## config.mk

```make
export PLATFORM = sky130hd
export DESIGN_NAME = shift_deser
export DESIGN_NICKNAME = d
export VERILOG_FILES = /design/src/rtl/shift_deser.sv
export SDC_FILE = /design/constraint.sdc
export NUM_CORES = 1
export LEC_CHECK = 0
export ABC_AREA = 1
export BUFFER_PORTS_ARGS = -buffer_cell sky130_fd_sc_hd__buf_2
export CAP_MARGIN = 0
export CORE_MARGIN = 2
export CORE_UTILIZATION = 45
export DETAILED_ROUTE_END_ITERATION = 12
export PLACE_DENSITY = 0.73
export RECOVER_POWER = 50
export SLEW_MARGIN = 20
export SYNTH_ARGS = -nofsm -noshare
export SYNTH_HDL_FRONTEND = slang
export SYNTH_SLANG_ARGS = --single-unit
```

## constraint.sdc

```tcl
create_clock -name clk_i -period 1.4 [get_ports clk_i]
set_input_delay 0.28 -clock clk_i [delete_from_list [all_inputs] [get_ports clk_i]]
set_output_delay 0.28 -clock clk_i [all_outputs]
set_load 0.05 [all_outputs]
```

## src/rtl/shift_deser.sv

```systemverilog
// Serial-in/parallel-out deserializer at the receive end of a bit shift chain.
// Aligns to a frame-start strobe and hands words out through a one-entry valid/ready register.
module shift_deser #(
  parameter int unsigned WIDTH     = 8,
  parameter bit          MSB_FIRST = 1'b1
) (
  input  logic                     clk_i,
  input  logic                     reset_n_i,
  input  logic                     bit_valid_i,
  input  logic                     data_i,
  input  logic                     frame_start_i,
  input  logic                     clear_i,
  output logic [WIDTH-1:0]         word_o,
  output logic                     valid_o,
  input  logic                     ready_i,
  output logic                     overflow_o,
  output logic [$clog2(WIDTH)-1:0] bit_cnt_o
);

  localparam int unsigned CntW = $clog2(WIDTH);
  localparam logic [CntW-1:0] LastCnt = CntW'(WIDTH - 1);
  localparam logic [CntW-1:0] OneCnt  = CntW'(1);

  typedef enum logic [0:0] {StSync, StCollect} state_e;

  state_e            state_q, state_d;
  logic [WIDTH-1:0]  shift_q, shift_d;
  logic [CntW-1:0]   cnt_q, cnt_d;
  logic [WIDTH-1:0]  word_q, word_d;
  logic              valid_q, valid_d;
  logic              ovf_q, ovf_d;
  logic              word_done;
  logic [WIDTH-1:0]  full_word;
  logic [WIDTH-1:0]  first_word;

  function automatic logic [WIDTH-1:0] shift_in(input logic [WIDTH-1:0] cur, input logic b);
    logic [WIDTH-1:0] res;
    if (MSB_FIRST) begin
      res = {cur[WIDTH-2:0], b};
    end else begin
      res = {b, cur[WIDTH-1:1]};
    end
    return res;
  endfunction

  // State register
  always_ff @(posedge clk_i or negedge reset_n_i) begin
    if (!reset_n_i) begin
      state_q <= StSync;
    end else begin
      state_q <= state_d;
    end
  end

  // Next-state logic
  always_comb begin
    state_d = state_q;
    if (clear_i) begin
      state_d = StSync;
    end else if (bit_valid_i && frame_start_i) begin
      state_d = StCollect;
    end
  end

  // Datapath and output-register next state
  always_comb begin
    shift_d    = shift_q;
    cnt_d      = cnt_q;
    word_d     = word_q;
    valid_d    = valid_q;
    ovf_d      = ovf_q;
    word_done  = 1'b0;
    full_word  = shift_in(shift_q, data_i);
    first_word = shift_in('0, data_i);

    if (clear_i) begin
      shift_d = '0;
      cnt_d   = '0;
      valid_d = 1'b0;
      ovf_d   = 1'b0;
    end else begin
      if (bit_valid_i) begin
        if (frame_start_i) begin
          // Realignment wins even over a word that would complete on this bit.
          shift_d = first_word;
          cnt_d   = OneCnt;
        end else if (state_q == StCollect) begin
          if (cnt_q == LastCnt) begin
            word_done = 1'b1;
            shift_d   = '0;
            cnt_d     = '0;
          end else begin
            shift_d = full_word;
            cnt_d   = cnt_q + 1'b1;
          end
        end
      end

      if (word_done) begin
        if (!valid_q || ready_i) begin
          word_d  = full_word;
          valid_d = 1'b1;
        end else begin
          ovf_d = 1'b1;
        end
      end else if (valid_q && ready_i) begin
        valid_d = 1'b0;
      end
    end
  end

  always_ff @(posedge clk_i or negedge reset_n_i) begin
    if (!reset_n_i) begin
      shift_q <= '0;
      cnt_q   <= '0;
      word_q  <= '0;
      valid_q <= 1'b0;
      ovf_q   <= 1'b0;
    end else begin
      shift_q <= shift_d;
      cnt_q   <= cnt_d;
      word_q  <= word_d;
      valid_q <= valid_d;
      ovf_q   <= ovf_d;
    end
  end

  assign word_o     = word_q;
  assign valid_o    = valid_q;
  assign overflow_o = ovf_q;
  assign bit_cnt_o  = cnt_q;

endmodule

```

Yosys cells after proc, flatten, opt, wreduce, memory -nomap -nowiden:

Cells that the tools add are included.

* equality and inequality tests: 3
* multiplexer cells: 24
* reductions and logical operators: 13
* bitwise gates (word level): 1
* add/subtract/negate cells: 1

Operators by type and width (count)
* 2-to-1 mux 7 bit: 5
* 2-to-1 mux 3 bit: 5
* 2-to-1 mux 1 bit: 14
* AND reduction 2 bit: 3
* nonzero test 2 bit: 3
* nonzero test 3 bit: 2
* adder 3 x 1 -> 3 bit, second input constant: 1
* equality test 3 bit, second input constant: 1
* != test 3 bit, second input constant: 1
* AND reduction 3 bit: 1
* logical AND 1 bit: 2
* != test 2 bit, second input constant: 1
* zero test 1 bit: 1
* logical OR 1 bit: 1
* NOT 1 bit: 1

* word-level logic and storage cells: 48
* bits of input ports: 7
* flip-flop bits (word level): 21
* output and inout bits: 13

Logic depth before layout (Yosys ltp):

Gate-level depths: netlist (run 1).

* word-level depth: 8
* gate-level depth with buffers: 7
* depth with buffers taken out: 7

Worst setup path before layout (run 1):

OpenSTA, ideal clock, no wires.

* kind: reg2reg
* from: reg cnt_q[0] (netlist: bit_cnt_o[0])
* to: reg word_q[0] (netlist: word_o[0])
* library setup time: 0.119 ns
* setup slack: -0.267 ns
* arrival: 1.548 ns
* period minus slack after synthesis: 1.667 ns
* buffers on the path: 0
* cell stages (with the launch flop): 8
* cell sequence: dfrtp_1 > ha_1 > ha_1 > nand2_2 > nor2_4 > nand2_2 > nand2_1 > nand2_1

* cells in the longest elaborated chain, start to end: 7

RTL lines
* start: declaration: line 28 `logic [CntW-1:0] cnt_q, cnt_d;`
* start signal: assignment: line 121 `cnt_q <= cnt_d;`
* equality test 3 bit: line 88 `if (cnt_q == LastCnt) begin`
* 2-to-1 mux 1 bit: line 88
* 2-to-1 mux 1 bit: line 87 `end else if (state_q == StCollect) begin`
* 2-to-1 mux 1 bit: line 83 `if (frame_start_i) begin`
* 2-to-1 mux 1 bit: line 82 `if (bit_valid_i) begin`
* 2-to-1 mux 1 bit: line 76 `if (clear_i) begin`
* AND reduction 3 bit (no line)
* end signal: assignment: line 122 `word_q <= word_d;`
* end: declaration: line 29 `logic [WIDTH-1:0] word_q, word_d;`

No other way between the ends. The select of a mux whose other input is x is not followed.
A chain may end at the register's enable or synchronous reset.

Worst setup path in the final report (run 1):

* from: reg cnt_q[0] (netlist: bit_cnt_o[0])
* to: reg word_q[4] (netlist: word_o[4])

Same word-level chain as after synthesis.

==> results of run 1 <==
-- critical path, delay by kind of cell (launching register included) --
| kind | cells | cell delay (ps) |
|---|---|---|
| simple gates | 4 | 390 |
| buf+inv | 1 | 160 |
| flops | 1 | 420 |
| fa+ha+maj | 2 | 290 |
-- worst max path at each step --
stage                                        start                     end  slack [ps]  cells past startpoint
after floorplan           bit_cnt_o[0]$_DFFE_PN0P_   word_o[0]$_DFFE_PN0P_         -30                      7
after global placement    bit_cnt_o[0]$_DFFE_PN0P_   word_o[3]$_DFFE_PN0P_         100                      7
after detailed placement  bit_cnt_o[0]$_DFFE_PN0P_  shift_q[5]$_DFFE_PN0P_          40                      5
after CTS                 bit_cnt_o[0]$_DFFE_PN0P_  shift_q[5]$_DFFE_PN0P_           5                      5
after global routing      bit_cnt_o[0]$_DFFE_PN0P_   word_o[3]$_DFFE_PN0P_          -9                      7
final                     bit_cnt_o[0]$_DFFE_PN0P_   word_o[4]$_DFFE_PN0P_          80                      7
-- state kept, by name, summed over array words and instances, names as in the netlist --
| name | count |
|---|---|
| valid_o | 1 |
| bit_cnt_o | 3 |
| overflow_o | 1 |
| word_o | 8 |
| state_q | 1 |
| shift_q | 7 |
-- area by class of cell --
cell class / count / area [µm²] / share of cell area (%)
clock buffers: 3 / 22.5 / 1.90
clock inverters: 1 / 5.00 / 0.421
inverters: 7 / 26.3 / 2.21
multi-input cells: 74 / 413 / 34.8
flip-flops and latches: 21 / 529 / 44.6
well taps: 27 / 33.8 / 2.85
repair buffers: 27 / 158 / 13.3
-- routing by layer --
| metal | vias up | track usage [%] |
|---|---|---|
| li1 | 409 | - |
| met1 | 383 | 21.9 |
| met2 | 27 | 30.3 |
| met3 | 5 | 2.68 |
| met4 | 0 | 9.72 |
| met5 | - | 0 |
-- logic make-up after synthesis --
family,after synthesis,share of synthesized area (%)
buffers and inverters,11,5.47
AO/OA/AOI/OAI,2,1.04
adder cells (fa/ha/maj),2,2.61
AND/OR/NAND/NOR,70,36.1
flip-flops,21,54.8
-- stage by stage --
stage / cells / setup slack, ps / total power, µW / TNS (ps) / hold WS, ps
detailed placement: 151 / 42.9 / 774 / 0 / 258
finish: 160 / 82.3 / 1070 / 0 / 216
global route: 160 / -8.60 / 1120 / -12.0 / 220
global placement: 151 / 96.9 / 769 / 0 / 256
CTS: 156 / 5.42 / 1070 / 0 / 219
floorplan: 106 / -27.8 / 727 / -222 / -15.6
-- power by group --
part           switching (µW)  internal [µW]
Clock                     195            107
Sequential               15.4            621
Combinational            90.3           38.7
-- cells in the mapped netlist --
cell / n
nand2_2: 3
nor2_1: 4
nor2_4: 2
nand4_1: 10
inv_1: 6
nand2_1: 30
a21oi_1: 2
buf_6: 1
buf_2: 3
nand3_1: 19
dfrtp_1: 21
inv_2: 1
nor3_2: 1
ha_1: 2
nand3_2: 1
-- cells in the final DEF, fill, tap and decap left out --
cell / instances
a21oi_1: 2
buf_2: 15
buf_4: 7
clkbuf_2: 4
clkbuf_4: 3
clkinv_2: 1
dfrtp_1: 18
dfrtp_2: 3
dlygate4sd3_1: 1
ha_4: 2
inv_1: 6
inv_2: 1
nand2_1: 30
nand2_2: 2
nand2_4: 1
nand3_1: 20
nand4_1: 10
nor2_1: 4
nor2_4: 2
nor3_4: 1
-- repair_timing --
item	4_1_cts	5_1_grt
hold buffers	1	0
buffers inserted	0	4
hold endpoints to repair	21	0
endpoints found under the setup margin	0	13
resized for setup	0	1
==> run_results.csv, run 1 <==
group,metric,value,unit
detailed_routing,drc_errors,0,
hold_path,min_path_cells,3,
cells_and_area,stdcell_area,1190,µm²
detailed_routing,met3_length,99,µm
cts,cts-root-buf,"clkbuf_4",
place,dp_hpwl,1430,µm
detailed_routing,wl_met2,966,µm
worst_setup_path,r2r-end,"word_o[4]$_DFFE_PN0P_",
synthesis,syn_area_per_cell,9.05,µm²
detailed_routing,top_layer_used,"met4",
synthesis,yosys-top-cells-area,"dfrtp_1, nand2_1, nand3_1",
cells_and_area,fin_util,59.9,%
outcome,status,"completed",
floorplan,coreArea,1980,µm²
place,portBuffers,19,
worst_setup_path,crit_type,"reg2reg",
timing,worst_pin_slew,517,ps
cts,clk_pin_slew,120,ps
global_route,grt_pass1_wl,3350,µm
worst_setup_path,cp_slowest_cell,"dfrtp_2",
cts,tritoncts,"built",
timing,slew_headroom,65.5,%
cells_and_area,nFillCells,190,
timing,clock_skew,2.26,ps
power_and_ir_drop,leakage,0.000664,µW
cts,worstSkewPairLatency,310,ps
synthesis,ys_warn_count,0,
hold_path,worstHoldStart,"data_i",
worst_setup_path,required,1660,ps
global_route,grt_max_degree,22,
global_route,grt_pass1_vias,763,
power_and_ir_drop,ir_worst_vdd,0.511,mV
timing,fmax,759,MHz
detailed_routing,firstDrtPassIters,4,
cts,numCtsBuffers,3,
synthesis,yosysTopAreaCell,"dfrtp_1",
worst_setup_path,ff2ff_setup_slack,80,ps
detailed_routing,drtIter0Drc,20,
detailed_routing,wl_met1,880,µm
cts,clk_path_buf_depth,2,
worst_setup_path,endpoint_kind,"flop",
timing,fin_crit_sh,94.1,%
timing,min_period,1320,ps
floorplan,die_w,50.2,µm
cells_and_area,diodes,0,
hold_path,hold_class,"in2reg",
timing,drv_slew,0,
global_route,overflow,0,
floorplan,io_pins,20,
place,placed_area,1120,µm²
detailed_routing,wl,2000,µm
detailed_routing,detail-route-antenna-nets,0,
floorplan,die_height,50.2,µm
worst_setup_path,crit_chain,"ha_4 > ha_4 > nand2_2 > nor2_4 > buf_4 > nand3_1 > nand2_1",
cells_and_area,area_delta_synth_final,23.7,%
detailed_routing,via_per_inst,5.15,
synthesis,yosys.cell_types.count,15,
flow_run,cap_violations,0,
hold_path,hold_end,"word_o[0]$_DFFE_PN0P_",
worst_setup_path,r2r_start,"bit_cnt_o[0]$_DFFE_PN0P_",
timing,finalHoldViolations,0,
global_route,antenna_found_initial,0,
global_route,gr-usage-all-layers,17.9,%
cells_and_area,layout.nets,143,
floorplan,num_rows,16,
synthesis,postSynthCellCount,106,
detailed_routing,vias,824,
cts,cts_max_level,1,
floorplan,die_area,2520,µm²
worst_setup_path,crit_top_cell,"ha_4",
detailed_routing,wl_per_cell,12.5,µm
power_and_ir_drop,power_density,899,nW/µm²
worst_setup_path,reg2reg_depth,7,
worst_setup_path,cp_slowest_stage_delay,420,ps
worst_setup_path,crit_arrival,1580,ps
synthesis,ys_ff_latch,21,
timing,setup_viol,0,
floorplan,initial_core_util,48.4,%
place,gp_congestion,0.803,
cells_and_area,drive_gt1_share,31.6,%
worst_setup_path,critPathLaunchType,"flop",
cts,cts.sinks,21,
synthesis,synth_nets,115,
synthesis,syn-cell-area,960,µm²
worst_setup_path,path_max_fanout,6,
synthesis,seq_area_frac_synth,54.8,%
synthesis,synth_top_area_share,54.8,%
Note: power is estimated with default switching activity, not from simulation.
==> run 2: changes to the inputs <==
ABC_AREA = unset   (was 1)
PLACE_DENSITY = 0.74   (was 0.73)
==> run 2 against run 1 <==
Net effect:
- the run now ends with negative setup slack left
- clock-buffer cell count stayed put
- setup slack worse by 370 ps
- die area is 3.5% lower
- clock skew is 1.9 ps higher
- first-iteration DRC count is 20% lower
- design area is 12% higher
- global-route usage is 1.2 points lower
- critical endpoint is now word_o[3]$_DFFE_PN0P_
- highest routed layer unchanged
==> run_results.csv, run 2 <==
group,metric,value,unit
synthesis,synth_edf_count,0,
global_route,grt.met1_usage,23.3,%
detailed_routing,wl_per_cell,14.7,µm
cts,clk_pin_slew,120,ps
detailed_routing,via_per_inst,4.98,
cts,tritoncts,"built",
place,placed_area,1190,µm²
global_route,grt_max_degree,22,
global_route,busiest_layer,"met2",
synthesis,ys_ff_latch,21,
cts,worstSkewPairLatency,300,ps
synthesis,ys_warn_count,0,
cells_and_area,drive_gt1_share,61.6,%
worst_setup_path,path_max_fanout,8,
place,portBuffers,19,
cts,cts-root-buf,"clkbuf_4",
worst_setup_path,crit_buf_inv,1,
timing,slew_headroom,65.9,%
cells_and_area,diodes,0,
hold_path,hold_end,"word_o[0]$_DFFE_PN0P_",
detailed_routing,firstDrtPassIters,2,
worst_setup_path,crit_top_cell,"ha_4",
detailed_routing,drtIter0Drc,16,
cts,cts.sinks,21,
cells_and_area,multiInputGateArea,464,µm²
hold_path,min_path_cells,2,
timing,fmax,592,MHz
outcome,status,"complete, but fails checks",
synthesis,ys_top_cells_by_count,"dfrtp_1, mux2_2, inv_1, mux2i_1, nand2_1",
hold_path,worstHoldStart,"data_i",
worst_setup_path,reg2reg_depth,6,
timing,fin_crit_sh,121,%
global_route,met2_usage,27.9,%
cells_and_area,area_delta_synth_final,43.6,%
worst_setup_path,crit_arrival,1880,ps
detailed_routing,vias,692,
flow_run,cap_violations,0,
synthesis,yosysTopAreaCell,"dfrtp_1",
floorplan,die_height,49.3,µm
worst_setup_path,ff2ff_setup_slack,-290,ps
synthesis,seq_area_frac_synth,56.9,%
global_route,grt_use_met3,3.37,%
synthesis,syn-cell-area,923,µm²
global_route,overflow,0,
cells_and_area,largest_reg_flops,8,
worst_setup_path,r2r-end,"word_o[3]$_DFFE_PN0P_",
floorplan,die_w,49.3,µm
worst_setup_path,critPathLaunchType,"flop",
cts,numCtsBuffers,3,
detailed_routing,drc_errors,0,
floorplan,coreArea,1940,µm²
timing,finalHoldViolations,0,
worst_setup_path,crit_family,"simple AND/OR/NAND/NOR gates",
global_route,grt_pass1_vias,668,
cells_and_area,layout.nets,122,
timing,rsz0062_at_grt,"yes",
worst_setup_path,cp_slowest_cell,"dfrtp_2",
synthesis,synth_nets,82,
worst_setup_path,crit_type,"reg2reg",
synthesis,yosys.cell_types.count,18,
timing,min_period,1690,ps
synthesis,yosys-top-cells-area,"dfrtp_1, mux2_2, mux2i_1",
timing,setup_viol,16,
timing,whs,222,ps
synthesis,postSynthCellCount,73,
synthesis,synth_top_area_share,56.9,%
timing,postLayoutSetupSlackWorst,-289,ps
worst_setup_path,endpoint_kind,"flop",
floorplan,io_pins,20,
cts,clk_path_buf_depth,2,
synthesis,ys.flop_type,"dfrtp_1",
timing,clock_skew,4.16,ps
floorplan,die_area,2430,µm²
cts,cts_max_level,1,
detailed_routing,detail-route-antenna-nets,0,
place,pre_cts_ws,-276,ps
global_route,gr-usage-all-layers,16.7,%
place,dp_hpwl,1350,µm
detailed_routing,wl,2040,µm
place,gp_congestion,0.789,
timing,worst_pin_slew,512,ps
cells_and_area,seq_area,529,µm²
worst_setup_path,crit_chain,"ha_4 > ha_4 > and4b_1 > nor3b_4 > buf_12 > mux2_4",
power_and_ir_drop,p_total,1100,µW
worst_setup_path,r2r_start,"bit_cnt_o[0]$_DFFE_PN0P_",
power_and_ir_drop,ir_worst_vdd,0.655,mV
timing,drv_slew,0,
synthesis,synth_most_common_cell,"dfrtp_1",
hold_path,hold_class,"in2reg",
floorplan,num_rows,16,
outcome,violations,"negative setup slack",
cells_and_area,stdcell_count,139,
power_and_ir_drop,leakage,0.000669,µW
synthesis,syn_area_per_cell,12.6,µm²
power_and_ir_drop,power_density,829,nW/µm²
global_route,grt_pass1_wl,3150,µm
worst_setup_path,required,1600,ps
floorplan,initial_core_util,47.6,%
synthesis,async_flop_share,100,%
global_route,antenna_found_initial,0,
cells_and_area,stdcell_area,1330,µm²
cells_and_area,nFillCells,152,
place,place_inst,130,
worst_setup_path,cp_slowest_stage_delay,410,ps
cells_and_area,mostFrequentLayoutCells,"buf_2, dfrtp_1, buf_4, mux2_4",
run 2: cell types whose count changed in the layout (fill, tap and decap cells not counted), moves of 2 or more:
cell / delta
nand2_1: -30
clkbuf_2: -3
nand2_2: +4
nand3_1: -20
buf_2: +3
mux2i_1: +7
nand4_1: -10
buf_4: +6
mux2_4: +10
nor3b_1: +2
buf_6: +2
nor2_2: +2
run 2: metal layers:
layer,vias to the layer above,routed length (µm)
li1,325,-
met1,354,893
met2,11,1090
met3,2,50
met4,0,9
met5,-,0
run 2: cell type report:
| type | count | share of cell area, % |
|---|---|---|
| clock buffers | 3 | 1.70 |
| clock inverters | 1 | 0.377 |
| well taps | 27 | 2.55 |
| repair buffers | 36 | 18.5 |
| flip-flops and latches | 21 | 39.9 |
| multi-input cells | 44 | 35.0 |
| inverters | 7 | 1.98 |
run 2: through the flow:
stage | utilization, % | TNS [ps]
6_report | 68.3 | -3600
5_1_grt | 68.3 | -4650
4_1_cts | 65.9 | -2400
3_5_place_dp | 61.4 | -2680
3_3_place_gp | 61.4 | -2140
2_1_floorplan | - | -5130
run 2: worst max-delay path by stage:
stage | slack (ps) | cells after the start | startpoint | to
floorplan | -530 | 5 | bit_cnt_o[0]$_DFFE_PN0P_ | word_o[0]$_DFFE_PN0P_
global placement | -240 | 6 | bit_cnt_o[0]$_DFFE_PN0P_ | word_o[4]$_DFFE_PN0P_
detailed placement | -280 | 6 | bit_cnt_o[1]$_DFFE_PN0P_ | word_o[5]$_DFFE_PN0P_
CTS | -270 | 6 | bit_cnt_o[1]$_DFFE_PN0P_ | word_o[5]$_DFFE_PN0P_
global route | -350 | 6 | bit_cnt_o[0]$_DFFE_PN0P_ | word_o[3]$_DFFE_PN0P_
finish | -290 | 6 | bit_cnt_o[0]$_DFFE_PN0P_ | word_o[3]$_DFFE_PN0P_
run 2: cell families after synthesis:
logic type	synth area share (%)
DFF	56.9
AOI/OAI and AO/OA	2.71
adders and majority gates	2.71
buffers and inverters	3.25
and+or+nand+nor	13.4
muxes	21.0
run 2: where the power goes:
part	switching (µW)	internal, µW
registers	15.3	622
clock network	186	106
logic	92.1	77.6
total	294	806
run 2: timing repair:
| action | CTS | global route |
|---|---|---|
| pin swaps | 7 | 8 |
| gates resized for setup | 12 | 8 |
| hold buffers | 1 | 0 |
| buffers inserted | 1 | 4 |
| hold endpoints to repair | 21 | 0 |
| endpoints found under the setup margin | 15 | 19 |
==> run 3: changes to the inputs <==
PLACE_DENSITY = 0.71   (was 0.74)
clock period = 2 ns   (was 1.4 ns; I/O delays follow)
==> run 3 against run 2 <==
Net effect:
- total power is 34% lower
- die area stayed put
- critical endpoint unchanged
- non-clock buffer count is 14 lower
- largest cell class unchanged
- global-route usage is 2.6 points lower
- largest power group unchanged
- setup slack better by 490 ps
- via count is 13% lower
- final cell count is 10% lower
- sequential share of layout area is 8.1 points higher
- the flow now finishes without violations
- worst hold slack better by 45 ps
- design area is 17% lower
==> run_results.csv, run 3 (synthesis results as in run 2) <==
group,metric,value,unit
timing,clock_skew,4.90,ps
cts,ctsResizeCount,0,
timing,worst_pin_slew,1080,ps
timing,postLayoutSetupSlackWorst,202,ps
detailed_routing,wl_per_cell,11.4,µm
power_and_ir_drop,netSwitchingFraction,25.3,%
cts,holdBufCountCts,0,
cts,post_cts.repair.setup_buffers,0,
cells_and_area,multiInputGateArea,360,µm²
cts,clk_pin_slew,110,ps
cells_and_area,seq_area,528,µm²
global_route,grt_max_degree,22,
timing,setup_tns,0,ps
timing,min_period,1800,ps
timing,slew_headroom,28.0,%
floorplan,num_rows,16,
place,gp_congestion,0.684,
detailed_routing,wl,1430,µm
detailed_routing,firstDrtPassIters,2,
timing,drv_slew,0,
power_and_ir_drop,power_density,655,nW/µm²
worst_setup_path,crit_arrival,1990,ps
floorplan,die_area,2430,µm²
place,pre_cts_ws,196,ps
floorplan,io_pins,20,
timing,fin_crit_sh,89.9,%
power_and_ir_drop,p_int,538,µW
floorplan,die_w,49.3,µm
worst_setup_path,endpoint_kind,"flop",
cts,worstSkewPairLatency,300,ps
cts,tritoncts,"built",
timing,rsz0062_at_grt,"no",
cells_and_area,nFillCells,186,
power_and_ir_drop,ir_worst_vdd,0.415,mV
power_and_ir_drop,p_sw,182,µW
place,dp_hpwl,1060,µm
detailed_routing,drtIter0Drc,4,
worst_setup_path,reg2reg_depth,6,
global_route,gr-usage-all-layers,14.1,%
place,portBuffers,19,
cts,numCtsBuffers,3,
hold_path,hold_class,"in2async",
cts,cts_max_level,1,
global_route,grt_pass1_wl,2610,µm
cells_and_area,layout.nets,108,
detailed_routing,via_per_inst,4.81,
timing,whs,267,ps
worst_setup_path,crit_type,"reg2reg",
detailed_routing,detail-route-antenna-nets,0,
floorplan,initial_core_util,47.6,%
cts,cts.sinks,21,
global_route,grt_pass1_vias,592,
power_and_ir_drop,pwr-share-comb,11.1,%
floorplan,coreArea,1940,µm²
timing,finalHoldViolations,0,
cells_and_area,largest_reg_flops,8,
power_and_ir_drop,seqPwrFrac,61.5,%
detailed_routing,vias,601,
outcome,status,"completed",
power_and_ir_drop,leakage,0.000558,µW
worst_setup_path,ff2ff_setup_slack,200,ps
timing,setup_viol,0,
cts,cts-root-buf,"clkbuf_4",
global_route,overflow,0,
flow_run,cap_violations,0,
place,placed_area,1090,µm²
timing,fmax,556,MHz
power_and_ir_drop,clkPwrFrac,27.3,%
cells_and_area,stdcell_area,1100,µm²
cells_and_area,area_delta_synth_final,19.1,%
worst_setup_path,critPathLaunchType,"flop",
floorplan,die_height,49.3,µm
worst_setup_path,required,2200,ps
worst_setup_path,path_max_fanout,8,
cells_and_area,mostFrequentLayoutCells,"dfrtp_1, buf_2, mux2_2, inv_1, mux2i_1",
cts,clk_path_buf_depth,2,
cells_and_area,diodes,0,
detailed_routing,drc_errors,0,
cells_and_area,final_common_cell,"dfrtp_1",
cells_and_area,stdcell_count,125,
cells_and_area,drive_gt1_share,36.7,%
global_route,antenna_found_initial,0,
place,place_inst,121,
==> run 3: changes by cell type in the layout (fill, tap and decap cells not counted), sizes merged <==
cell,before,now
buf,34,17
dlygate4sd3,1,0
clkbuf,4,8
==> run 3: layer usage <==
| metal | track usage [%] | part of all wire, % |
|---|---|---|
| met1 | 18.6 | 48 |
| met2 | 21.8 | 48 |
| met3 | 3.07 | 3.0 |
| met4 | 7.14 | 0.91 |
| met5 | 0 | 0 |
==> run 3: cell type report <==
| type | instances | share of cell area, % |
|---|---|---|
| multi-input cells | 44 | 32.8 |
| clock inverters | 1 | 0.455 |
| repair buffers | 22 | 11.3 |
| flip-flops and latches | 21 | 48.0 |
| inverters | 7 | 2.39 |
| well taps | 27 | 3.07 |
| clock buffers | 3 | 2.05 |
==> run 3: through the flow <==
| stage | util (%) | total power [µW] |
|---|---|---|
| final | 56.6 | 721 |
| after global routing | 56.6 | 761 |
| after CTS | 57.3 | 740 |
| after detailed placement | 55.9 | 536 |
| after global placement | 55.9 | 534 |
| after floorplan | - | 503 |
==> run 3: critical path, stage by stage (launching register included) <==
cell and delay, ps:
dfrtp_2 400, ha_1 150, ha_1 190, and4b_1 250
nor3b_4 230, buf_12 150, mux2_2 320
==> run 3: worst paths after layout <==
path,from,to
setup / recovery,bit_cnt_o[0]$_DFFE_PN0P_,word_o[3]$_DFFE_PN0P_
hold / removal,reset_n_i,word_o[1]$_DFFE_PN0P_
setup reg to reg,bit_cnt_o[0]$_DFFE_PN0P_,word_o[3]$_DFFE_PN0P_
hold reg to reg,overflow_o$_DFFE_PN0P_,overflow_o$_DFFE_PN0P_
max in group asynchronous,reset_n_i,bit_cnt_o[0]$_DFFE_PN0P_
min in group clk_i,data_i,word_o[0]$_DFFE_PN0P_
==> run 3: power groups by stage <==
stage / clock (µW) / sequential, µW / combinational, µW
after floorplan: 0 / 469 / 34.6
after global placement: 0 / 451 / 83.8
after detailed placement: 0 / 452 / 84.4
after CTS: 212 / 444 / 84.3
after global routing: 226 / 446 / 90.0
final: 197 / 443 / 80.3
